<file path="config.mk">
export PLATFORM = sky130hd
export DESIGN_NAME = mod_n_counter
export DESIGN_NICKNAME = d
export VERILOG_FILES = /design/src/rtl/mod_cnt_pkg.sv /design/src/rtl/mod_n_counter.sv
export SDC_FILE = /design/constraint.sdc
export NUM_CORES = 1
export LEC_CHECK = 0
export CELL_PAD_IN_SITES_DETAIL_PLACEMENT = 0
export CELL_PAD_IN_SITES_GLOBAL_PLACEMENT = 1
export CORE_AREA = 5 5 54 56
export CTS_CLUSTER_SIZE = 12
export DETAILED_ROUTE_END_ITERATION = 8
export DIE_AREA = 0 0 59 61
export HOLD_SLACK_MARGIN = 0.12
export PLACE_DENSITY = 0.89
export SLEW_MARGIN = 10
export SYNTH_ARGS = -nofsm -noshare
export SYNTH_HDL_FRONTEND = slang
export SYNTH_SLANG_ARGS = --single-unit
export TNS_END_PERCENT = 1
</file>
<file path="constraint.sdc">
create_clock -name clk -period 4.05 [get_ports clk]
set_input_delay 0.81 -clock clk [delete_from_list [all_inputs] [get_ports clk]]
set_output_delay 0.81 -clock clk [all_outputs]
set_load 0.02 [all_outputs]
</file>
<file path="src/rtl/mod_cnt_pkg.sv">
// +----------------------------------------------------------------------+
// | Module  : mod_cnt_pkg                                                |
// | Desc    : Shared constants and helpers for the modulo-N counter.     |
// | Rev     : 1.0 - initial release                                      |
// +----------------------------------------------------------------------+
`default_nettype none

package mod_cnt_pkg;

  localparam logic DIR_UP = 1'b1;
  localparam logic DIR_DN = 1'b0;

  localparam int c_DEFAULT_WIDTH = 5;

  // Operates on 16 bits so any legal WIDTH (2..16) fits after zero-extension.
  function automatic logic [15:0] clip(input logic [15:0] val, input logic [15:0] lim);
    return (val > lim) ? lim : val;
  endfunction

endpackage

`default_nettype wire

</file>
<file path="src/rtl/mod_n_counter.sv">
// +----------------------------------------------------------------------+
// | Module  : mod_n_counter                                              |
// | Desc    : Run-time programmable up/down modulo counter, 0..max_val,  |
// |           with load, registered tc and chainable carry.              |
// |           Optional wrap counter: define MOD_N_COUNTER_WRAPCNT_EN.    |
// | Rev     : 1.0 - initial release                                      |
// +----------------------------------------------------------------------+
`default_nettype none

module mod_n_counter
  import mod_cnt_pkg::*;
#(
  parameter int WIDTH   = c_DEFAULT_WIDTH,
  parameter int RST_VAL = 0
) (
  input  logic             clk,
  input  logic             rst,
  input  logic             en,
  input  logic             up_dn,
  input  logic [WIDTH-1:0] max_val,
  input  logic             load,
  input  logic [WIDTH-1:0] load_val,
`ifdef MOD_N_COUNTER_WRAPCNT_EN
  input  logic             wrap_clr,
  output logic [15:0]      wrap_cnt,
`endif
  output logic [WIDTH-1:0] q,
  output logic             tc,
  output logic             carry
);

  localparam logic [WIDTH-1:0] c_RST_Q = WIDTH'(RST_VAL);

  logic [WIDTH-1:0] r_q;
  logic             r_tc;
  logic [WIDTH-1:0] w_q_nxt;
  logic             w_tc_nxt;
  logic [WIDTH-1:0] w_load_clip;

  assign w_load_clip = WIDTH'(clip(16'(load_val), 16'(max_val)));

  always_comb begin
    w_q_nxt  = r_q;
    w_tc_nxt = 1'b0;
    if (load) begin
      w_q_nxt = w_load_clip;
    end else if (en) begin
      if (up_dn == DIR_UP) begin
        // ">=" rather than "==" so a lowered limit still wraps cleanly.
        if (r_q >= max_val) begin
          w_q_nxt  = '0;
          w_tc_nxt = 1'b1;
        end else begin
          w_q_nxt = r_q + WIDTH'(1);
        end
      end else begin
        if (r_q == '0) begin
          w_q_nxt  = max_val;
          w_tc_nxt = 1'b1;
        end else if (r_q > max_val) begin
          w_q_nxt = max_val;
        end else begin
          w_q_nxt = r_q - WIDTH'(1);
        end
      end
    end
  end

  always_ff @(posedge clk) begin
    if (rst) begin
      r_q  <= c_RST_Q;
      r_tc <= 1'b0;
    end else begin
      r_q  <= w_q_nxt;
      r_tc <= w_tc_nxt;
    end
  end

`ifdef MOD_N_COUNTER_WRAPCNT_EN
  logic [15:0] r_wrap_cnt;

  // Clear beats a coincident wrap; count saturates instead of rolling over.
  always_ff @(posedge clk) begin
    if (rst || wrap_clr) begin
      r_wrap_cnt <= '0;
    end else if (w_tc_nxt && (r_wrap_cnt != 16'hFFFF)) begin
      r_wrap_cnt <= r_wrap_cnt + 16'd1;
    end
  end

  assign wrap_cnt = r_wrap_cnt;
`endif

  assign q     = r_q;
  assign tc    = r_tc;
  assign carry = en & ((up_dn == DIR_DN) ? (r_q == '0) : (r_q >= max_val));

endmodule

`default_nettype wire

</file>
==> results.ini <==
[cells_and_area]
regArea_sq_um = 120
final_layout_size_suffix_gt1_share_pct = 10.1
num-fill-cells = 252
multi_input_area_sq_um = 673
areaGrowthSynthToFinish_pct = 30.6
fin_nets = 158
diodes = 0

[synthesis]
synth_most_common_cell = ha_1
async_reset_ff_share_pct = 0
synth-main-ff-cell = dfxtp_1
synth_top_family_by_area = simple AND/OR/NAND/NOR gates
synth-edff-count = 0
ys_ff_latch = 6
yosysSeqAreaShare_pct = 14.2
yosys_warnings = 0
ys_top_cells_by_area = ha_1 18%, dfxtp_1 14%, nor2_1 4.5%
synth_mux_area_share_pct = 4.90
syn_area_sq_um = 843
synth_compound_area_share_pct = 26.6
synthCells = 109
synth_fa_ha_area_share_pct = 17.8
yosys.area_share.simple_pct = 27.4
syn_area_per_cell_sq_um = 7.74
yosys-top-cells-count = 12 x ha_1, 10 x nor2_1, 8 x inv_1
synth.top_cell.area_share_pct = 17.8
synth_xor_area_share_pct = 3.12
yosysTopAreaCell = ha_1
synth.distinct_cells = 40
syn-num-nets = 136

[grt]
grt_usage_pct = 14.2
grt_max_degree = 13
antenna_found_initial = 0
grt_pass1_wl_mm = 3.93
grt_pass1_vias = 904
globalRouteOverflowTotal = 0

[timing]
post-route-min-period_ps = 3810
setup-violations-final = 0
hold_violations = 0
rsz0062_at_grt = false
tightestPinTransition_ps = 419
drv_slew = 0
setup_tns_ps = 0
max_freq_mhz = 262
relSlewSlack_pct = 72.0
fin_ws_ps = 238
min_period_over_period_pct = 94.1
clock_skew_ps = 7.19

[cts]
post_cts_buffers = 0
htreeDepth = 1
hold_buffers = 0
numClockSinks = 6
cts_root_buffer = clkbuf_4
clk_pin_slew_ps = 50
clk_path_buf_depth = 2
clock_latency_ps = 260
tritoncts = done
cts_buffers = 3
post_cts_resize_count = 0

[pwr]
power_leakage_nw = 0.451
power_density_nw_per_um2 = 272
peakVddDrop_mv = 0.156

[placement]
dp_hpwl_mm = 1.93
place_ws_ps = 245
globalplace.congestion = 0.885
port_buffers = 21

[worst_setup_path]
worstSetupPathType = in2out
endpoint_kind = primary output
path_buf_inv = 3
path_common_cell = clkdlybuf4s50_1
critPathLaunchType = input pin
slowest_stage = clkdlybuf4s50_1
crit_arrival_ps = 3000
cp_max_fo = 4
cpPeakStageDelay_ps = 630
cp.required_ps = 3240
path_delay_family = buffers and inverters
path_cells = clkdlybuf4s50_1, inv_1, ha_1, o211ai_1, a21oi_2, nor4b_4, nor3_1, clkdlybuf4s50_1

[drt]
drt-total-wl_mm = 2.33
drtPass1Iterations = 4
drt_first_iter_violations = 25
avgRoutedWirePerCell_um = 14.7
drc_errors = 0
ant_nets = 0
vias = 899
via_per_inst = 5.65

[die]
die-area_sq_um = 3600
die_h_um = 61
die_w_um = 59
ios = 22
row_count = 18
start_util_pct = 35.3
core-area_sq_um = 2390

[min_path]
hp-class = reg2reg

[status]
status = finished clean

[run]
maxCapViolations = 0

==> sequential cells by signal, summed over array words and instances (netlist names) <==
name / flops
q: 5
tc: 1
==> tightest hold or removal path, stage by stage (launching register included) <==
cell and delay [ps]:
dfxtp_1 380, nor3_1 210, a2111oi_1 70
==> power by group <==
part / switching [mW] / internal [mW] / total [mW]
Clock: 0.0279 / 0.0340 / 0.0619
Sequential: 0.0134 / 0.0652 / 0.0786
Combinational: 0.0820 / 0.0771 / 0.159
==> final cells by class <==
cell class | instances | area share, %
Multi-Input combinational cell | 90 | 61.1
Timing Repair Buffer | 22 | 19.8
Sequential cell | 6 | 10.9
Tap cell | 30 | 3.41
Inverter | 8 | 2.73
Clock buffer | 3 | 2.05
==> cell families (layout without fill, tap and decap cells) <==
logic type | Yosys count | after routing
buffers and inverters | 13 | 33
AO/OA/AOI/OAI | 30 | 30
AND/OR/NAND/NOR | 41 | 41
adder cells (fa/ha/maj) | 12 | 12
XOR/XNOR | 3 | 3
multiplexers | 4 | 4
flip-flops | 6 | 6
==> placed cells by master, fill, tap and decap left out, drive strengths merged, types with 2 or more instances in the layout <==
master         count
inv                8
xnor2              3
nand3              6
clkdlybuf4s50     21
a2111oi            2
nand2b             4
o21ai              5
dfxtp              6
and3               3
nor2              10
nor4b              2
nor3               5
o22ai              2
clkbuf             3
mux2i              3
ha                12
a21oi              8
a221oi             3
nand2              7
==> routing by layer <==
layer	vias up	global-route usage (%)	part of all wire [%]
met3	2	2.13	5.4
met5	-	0	0
li1	444	-	-
met4	0	4.85	0.34
met1	421	16.5	41
met2	32	26.3	53
==> final timing paths <==
check                   from  endpoint  slack, ps  depth (start not counted)
hold reg to reg         q[0]      q[0]        720                          2
hold / removal          q[0]      q[0]        720                          2
setup reg to reg        q[2]      q[4]       1700                          8
setup / recovery  max_val[4]     carry        240                          8
==> metrics by stage <==
step,utilization [%],hold slack (ps),std cells,instance area [sq um],power (mW)
floorplan,-,718,109,843,0.184
global placement,45.2,688,156,1080,0.235
detailed placement,45.2,707,156,1080,0.238
CTS,46.1,714,159,1100,0.300
global route,46.1,777,159,1100,0.323
finish,46.1,719,159,1100,0.300
(Power assumes the default switching activity.)
